### src/rtl/vga_pkg.sv
// Shared types and default 640x480@60 raster timing for the VGA output path.
package vga_pkg;

    typedef logic [9:0] coord_t;

    typedef struct packed {
        logic hs;
        logic vs;
        logic blank_n;
    } vga_ctl_t;

    localparam int CTL_W = $bits(vga_ctl_t);

    // Inactive control word: both syncs high, video blanked.
    localparam vga_ctl_t CTL_IDLE = '{hs: 1'b1, vs: 1'b1, blank_n: 1'b0};

    localparam int DEF_H_VISIBLE = 640;
    localparam int DEF_H_FP      = 16;
    localparam int DEF_H_SYNC    = 96;
    localparam int DEF_H_BP      = 48;
    localparam int DEF_V_VISIBLE = 480;
    localparam int DEF_V_FP      = 10;
    localparam int DEF_V_SYNC    = 2;
    localparam int DEF_V_BP      = 33;

    function automatic int scan_total(input int visible, input int fp, input int sync, input int bp);
        return visible + fp + sync + bp;
    endfunction

endpackage

### src/rtl/vga_ctl_delay.sv
// Pixel-rate delay line for {hs, vs, blank_n}; DEPTH = 0 gives a plain per-Clk register.
module vga_ctl_delay
    import vga_pkg::*;
#(
    parameter int DEPTH = 1
) (
    input  logic             clk,
    input  logic             rst_n,
    input  logic             pix_tick,
    input  logic [CTL_W-1:0] ctl_in,
    output logic [CTL_W-1:0] ctl_out
);

    localparam int NSTAGE = (DEPTH == 0) ? 1 : DEPTH;

    logic     shift_en;
    vga_ctl_t stage_reg [NSTAGE];

    // With no pixel delay the single stage simply re-registers every Clk.
    assign shift_en = (DEPTH == 0) ? 1'b1 : pix_tick;

    always_ff @(posedge clk or negedge rst_n) begin
        if (!rst_n) begin
            for (int i = 0; i < NSTAGE; i++) begin
                stage_reg[i] <= CTL_IDLE;
            end
        end else if (shift_en) begin
            stage_reg[0] <= vga_ctl_t'(ctl_in);
            for (int i = 1; i < NSTAGE; i++) begin
                stage_reg[i] <= stage_reg[i-1];
            end
        end
    end

    assign ctl_out = stage_reg[NSTAGE-1];

endmodule

### src/rtl/vga_timing_gen.sv
// Raster timing source: Clk/2 pixel rate, 800x525 scan, delayed sync/blank, frame pulse.
module vga_timing_gen
    import vga_pkg::*;
#(
    parameter int H_VISIBLE = DEF_H_VISIBLE,
    parameter int H_FP      = DEF_H_FP,
    parameter int H_SYNC    = DEF_H_SYNC,
    parameter int H_BP      = DEF_H_BP,
    parameter int V_VISIBLE = DEF_V_VISIBLE,
    parameter int V_FP      = DEF_V_FP,
    parameter int V_SYNC    = DEF_V_SYNC,
    parameter int V_BP      = DEF_V_BP,
    parameter int PIPE_DLY  = 1
) (
    input  logic       Clk,
    input  logic       Reset_n,
    output logic       VGA_CLK,
    output logic       pix_tick,
    output logic [9:0] DrawX,
    output logic [9:0] DrawY,
    output logic       VGA_HS,
    output logic       VGA_VS,
    output logic       VGA_BLANK_N,
    output logic       VGA_SYNC_N,
    output logic       frame_start
);

    localparam int     H_TOTAL    = scan_total(H_VISIBLE, H_FP, H_SYNC, H_BP);
    localparam int     V_TOTAL    = scan_total(V_VISIBLE, V_FP, V_SYNC, V_BP);
    localparam coord_t H_LAST     = coord_t'(H_TOTAL - 1);
    localparam coord_t V_LAST     = coord_t'(V_TOTAL - 1);
    localparam coord_t H_ACT      = coord_t'(H_VISIBLE);
    localparam coord_t V_ACT      = coord_t'(V_VISIBLE);
    localparam coord_t V_ACT_LAST = coord_t'(V_VISIBLE - 1);
    localparam coord_t HS_START   = coord_t'(H_VISIBLE + H_FP);
    localparam coord_t HS_END     = coord_t'(H_VISIBLE + H_FP + H_SYNC);
    localparam coord_t VS_START   = coord_t'(V_VISIBLE + V_FP);
    localparam coord_t VS_END     = coord_t'(V_VISIBLE + V_FP + V_SYNC);

    logic     div_reg;
    coord_t   hc_reg, hc_next;
    coord_t   vc_reg, vc_next;
    logic     frame_start_reg, frame_start_next;
    vga_ctl_t ctl_raw;
    vga_ctl_t ctl_dly;

    always_comb begin
        hc_next          = hc_reg;
        vc_next          = vc_reg;
        frame_start_next = 1'b0;
        if (div_reg) begin
            if (hc_reg == H_LAST) begin
                hc_next          = '0;
                vc_next          = (vc_reg == V_LAST) ? '0 : vc_reg + coord_t'(1);
                // Counters are about to land on (0, V_VISIBLE): start of vertical blanking.
                frame_start_next = (vc_reg == V_ACT_LAST);
            end else begin
                hc_next = hc_reg + coord_t'(1);
            end
        end
    end

    always_ff @(posedge Clk or negedge Reset_n) begin
        if (!Reset_n) begin
            div_reg         <= 1'b0;
            hc_reg          <= '0;
            vc_reg          <= '0;
            frame_start_reg <= 1'b0;
        end else begin
            div_reg         <= ~div_reg;
            hc_reg          <= hc_next;
            vc_reg          <= vc_next;
            frame_start_reg <= frame_start_next;
        end
    end

    always_comb begin
        ctl_raw         = CTL_IDLE;
        ctl_raw.hs      = !((hc_reg >= HS_START) && (hc_reg < HS_END));
        ctl_raw.vs      = !((vc_reg >= VS_START) && (vc_reg < VS_END));
        ctl_raw.blank_n = (hc_reg < H_ACT) && (vc_reg < V_ACT);
    end

    vga_ctl_delay #(
        .DEPTH(PIPE_DLY)
    ) u_ctl_delay (
        .clk     (Clk),
        .rst_n   (Reset_n),
        .pix_tick(div_reg),
        .ctl_in  (ctl_raw),
        .ctl_out (ctl_dly)
    );

    assign VGA_CLK     = div_reg;
    assign pix_tick    = div_reg;
    assign DrawX       = hc_reg;
    assign DrawY       = vc_reg;
    assign VGA_HS      = ctl_dly.hs;
    assign VGA_VS      = ctl_dly.vs;
    assign VGA_BLANK_N = ctl_dly.blank_n;
    assign VGA_SYNC_N  = 1'b0;
    assign frame_start = frame_start_reg;

endmodule

### config.mk
export PLATFORM = sky130hd
export DESIGN_NAME = vga_timing_gen
export DESIGN_NICKNAME = d
export VERILOG_FILES = /design/src/rtl/vga_pkg.sv /design/src/rtl/vga_ctl_delay.sv /design/src/rtl/vga_timing_gen.sv
export SDC_FILE = /design/constraint.sdc
export NUM_CORES = 1
export LEC_CHECK = 0
export BUFFER_PORTS_ARGS = -buffer_cell sky130_fd_sc_hd__buf_2
export CAP_MARGIN = 10
export CORE_ASPECT_RATIO = 1.75
export CORE_MARGIN = 2
export CORE_UTILIZATION = 33
export CTS_BUF_LIST = sky130_fd_sc_hd__clkbuf_2
export DETAILED_ROUTE_END_ITERATION = 7
export PLACE_DENSITY = 0.6
export SYNTH_ARGS = -nofsm -noshare
export SYNTH_HDL_FRONTEND = slang
export SYNTH_HIERARCHICAL = 1
export SYNTH_SLANG_ARGS = --single-unit
### constraint.sdc
create_clock -name Clk -period 2 [get_ports Clk]
set_input_delay 0.1 -clock Clk [delete_from_list [all_inputs] [get_ports Clk]]
set_output_delay 0.1 -clock Clk [all_outputs]
set_load 0.05 [all_outputs]
Word-level counts from Yosys, hierarchy flattened
Cells that the tools add are included.
{"block": "classes", "n_bitwise": 1, "n_mux": 4, "n_eq_ne": 3, "order_cmp": 6, "addsub": 2, "n_reduce_logical": 6}
{"operator": "adder 10 x 1 -> 10 bit, second input constant", "n": 2}
{"operator": "equality test 10 bit, second input constant", "n": 2}
{"operator": "< comparator 10 bit, second input constant", "n": 2}
{"operator": "< comparator 10 x 9 -> 1 bit, second input constant", "n": 2}
{"operator": "2-to-1 mux 10 bit", "n": 2}
{"operator": "equality test 10 x 9 -> 1 bit, second input constant", "n": 1}
{"operator": ">= comparator 10 bit, second input constant", "n": 1}
{"operator": ">= comparator 10 x 9 -> 1 bit, second input constant", "n": 1}
{"operator": "logical AND 1 bit", "n": 3}
{"operator": "zero test 1 bit", "n": 2}
{"operator": "2-to-1 mux 1 bit", "n": 2}
{"operator": "AND reduction 2 bit", "n": 1}
{"operator": "NOT 1 bit", "n": 1}
{"block": "word_totals", "ff_bits": 25, "in_bits": 2}

Logic depth before layout (Yosys ltp)
{"block": "logic_depth", "word_depth": 3, "mapped_depth": 6, "mapped_depth_nobuf": 6}

Modules after synthesis
The synthesis kept the hierarchy.
{"mod": "vga_timing_gen", "area_per_inst_um2": 1178.6, "seq_area_each_um2": 550.5, "cells_per_inst": 118, "instances": 1}
{"mod": "vga_ctl_delay", "area_per_inst_um2": 111.4, "seq_area_each_um2": 77.6, "cells_per_inst": 6, "instances": 1}

Worst setup path after synthesis
Ideal clock, no wire load.
{"block": "synth_path", "kind": "reg2reg", "from": "register hc_reg[7], in the netlist DrawX[7]", "to": "register vc_reg[9], in the netlist DrawY[9]", "t_arrival_ns": 2.390, "n_path_buf": 2, "setup_time_ns": 0.087, "path_slack_ns": -0.477, "stages_incl_launch_ff": 7, "t_required_ns": 1.913, "cell_sequence": "dfrtp_1 -> or4b_1 -> buf_2 -> or3_1 -> clkbuf_2 -> or4_1 -> a22oi_1"}
{"block": "synth_between", "elab_chain_len": 2}
{"element": "from (decl)", "line_no": "vga_timing_gen.sv:41", "text": "coord_t hc_reg, hc_next;"}
{"element": "from (signal assigned)", "line_no": "vga_timing_gen.sv:71", "text": "hc_reg <= hc_next;"}
{"element": "equality test 10 bit", "line_no": "vga_timing_gen.sv:52", "text": "if (hc_reg == H_LAST) begin"}
{"element": "AND reduction 2 bit (no source line)"}
{"element": "to (signal assigned)", "line_no": "vga_timing_gen.sv:72", "text": "vc_reg <= vc_next;"}
{"element": "to (decl)", "line_no": "vga_timing_gen.sv:42", "text": "coord_t vc_reg, vc_next;"}
Every way passes these cells.
A chain may end at the register's enable or synchronous reset.

Worst setup path in the final report
{"block": "layout_path", "from": "register hc_reg[5], in the netlist DrawX[5]", "to": "register vc_reg[9], in the netlist DrawY[9]"}
The elaborated chain is that of the path after synthesis.

==> metrics.txt <==
status finished clean; final hold violation count 0; critical-path cell list or4b_4 -> or3_4 -> or4_1 -> a22oi_1; Initial Util 33.7%; Synth Instances 124; crit path max fanout 2; Period Utilization, post-route 99.6%; Area growth, synth to finish 27.0%; drt first pass iters 4; sequential fraction of the synthesis area 48.7%; unrepaired setup endpoints after global routing true; compound-gate portion of the synthesized area around 10%; Clk pin slew, worst setup/hold paths 220 ps; Layout Nets 173; Ports 29; GRT overflow 0; first-pass GRT wire length 5.19 mm; Slew Limit Headroom 62.0%; Max stage delay on crit path 540 ps; Syn Nets 131; number of DRC markers in iteration 0 16; slowest CP cell or4b_4; Worst Hold Margin 254 ps; via count 1116; sequential power share 70.5%; clock buffer depth 2; htree depth 1; commonest non-fill, non-tap cell in the layout buf_2; Worst EP arrival 2260 ps; multi-input logic area 644 µm²; main combinational cell family by area after synthesis simple AND/OR/NAND/NOR gates; total wire length approximately 3.2 mm; Psw 0.157 mW; final worst slack 7.48 ps; flops & latches, synth 25; core area 3830 µm²; power per cell area 439 nW/µm²; Slew Viols, Final 0; clock latency on the worst-skew pair 330 ps; # DRC 0; EDFF count, synth 0; worst slew pin tran 570 ps; share of cells above drive strength 1 39.4%; Max Freq 502 MHz; # port buffers 27; Clk pwr share 27.3%; asr flop ratio synth 100%; RR Startpoint DrawX[5]$_DFFE_PN0P_; Comb power frac 2.2%; Synth Area in Simple Gates 21.7%; commonest cells after routing, fill and taps aside buf_2 (27), dfrtp_1 (16), buf_4 (15); Power, Total 0.719 mW; yosys warns 6; WL per Instance 15.0 µm; total track usage 15.6%; final setup vio count 0; Post-DRT Antenna Nets 0; Worst VDD drop 0.203 mV; CP endpoint kind register; ys flop type dfrtp_1; Worst Setup SP DrawX[5]$_DFFE_PN0P_; die width a little over 50 µm; Register Area around 640 µm²; MaxCap Viol Count 0; n_diodes 0; Startpoint Class register; antenna violations before repair 0; syn avg cell area 10.4 µm²; Fin Setup TNS 0 ps; Int Power 0.561 mW; Critical Path RT 2270 ps; die height 86.7 µm; CTS Root Cell clkbuf_2; CTS tree done; CTS buffer count 3; clk sinks 25; Post-Synth Adder-Cell Area 4.85%; worst hold-check path type input port to asynchronous set/reset pin; critical setup path kind register to register; Die ar. 4440 µm²; largest net degree at the start of global routing 26; Pleak 0.772 nW; vias per inst between 5 and 6; dpl hpwl around 2.3 mm; Placement Rows 30; Distinct cells, synth 39; Setup Slack @ Placement 13.0 ps; post-synthesis mux area share 3.39%; xor/xnor cell area share of the yosys netlist under 10%; skew final 7.73 ps; Cell Area, Synth 1290 µm²; sw frac 21.9%; vias in the first global route 1107; min cycle time layout 1990 ps; fill cell count 385; GP Congestion between 0.7 and 0.8
## Yosys cell counts (all sizes together), types with 2 or more instances
library cell  count  share of area [%]
or4               2                1.2
nor3              6                2.3
buf               3                1.6
ha                5                4.8
dfstp             2                4.1
and3              2               0.97
nand3            10                3.9
o21ai             7                2.7
inv               5                1.5
mux2              3                2.6
xor2              5                3.4
nor2              4                1.2
and4              4                2.8
o31ai             4                2.3
xnor2             5                3.4
dfrtp            23                 45
nand2             9                2.6
nand4             5                2.4
clkbuf            3               0.97
## metal layers
metal	GRT usage, %	share of wire [%]	vias up	wire [µm]
li1	-	-	536	-
met1	17.6	40	544	1290
met2	28.5	54	34	1740
met3	1.90	4.2	2	134
met4	7.18	0.91	0	29
met5	0	0	-	0
## area by class of cell
type | count | share of cell area [%]
Multi-Input combinational cell | 88 | 39.3
Sequential cell | 25 | 38.9
Timing Repair Buffer | 43 | 15.7
Tap cell | 48 | 3.67
Clock buffer | 4 | 1.22
Inverter | 5 | 1.15
## worst paths after layout
path / endpoint / slack, ps / cells after the start
max in group asynchronous: DrawX[7]$_DFFE_PN0P_ / 1350 / 2
max reg2reg: DrawY[9]$_DFFE_PN0P_ / 7 / 4
min in group Clk: u_ctl_delay/ctl_out[0]$_DFFE_PN0P_ / 550 / 1
max: DrawY[9]$_DFFE_PN0P_ / 7 / 4
min reg2reg: u_ctl_delay/ctl_out[0]$_DFFE_PN0P_ / 550 / 1
min: DrawY[4]$_DFFE_PN0P_ / 250 / 2
## logic make-up after synthesis
kind of cell	after synthesis
buf+inv	11
flops	25
mux	4
compound gates	19
xor+xnor	10
fa+ha+maj	5
other cells	1
simple gates	49
## through the flow
| stage | std cells | cell area (µm²) | utilization (%) |
|---|---|---|---|
| 3_5_place_dp | 205 | 1550 | 40.5 |
| 2_1_floorplan | 124 | 1310 | - |
| 6_report | 213 | 1640 | 42.8 |
| 4_1_cts | 210 | 1600 | 41.7 |
| 5_1_grt | 213 | 1640 | 42.8 |
| 3_3_place_gp | 205 | 1550 | 40.5 |
## critical path, delay by kind of cell (launching register included)
| kind | cells | cell delay, ps |
|---|---|---|
| AO/OA/AOI/OAI | 1 | 140 |
| flip-flops | 1 | 450 |
| AND/OR/NAND/NOR | 3 | 1340 |
## power by group through the flow
stage          sequential (mW)  combinational, mW  clock [mW]
3_3_place_gp             0.515             0.0150           0
4_1_cts                  0.507             0.0167       0.208
3_5_place_dp             0.515             0.0153           0
6_report                 0.507             0.0159       0.196
5_1_grt                  0.507             0.0184       0.226
2_1_floorplan            0.515            0.00559           0
## timing repair
action,in CTS,in global routing
gates resized for setup,3,3
setup endpoints to repair,2,5
endpoints found under the hold margin,23,0
hold buffers,1,0
setup buffers,0,3
(Power assumes the default switching activity.)
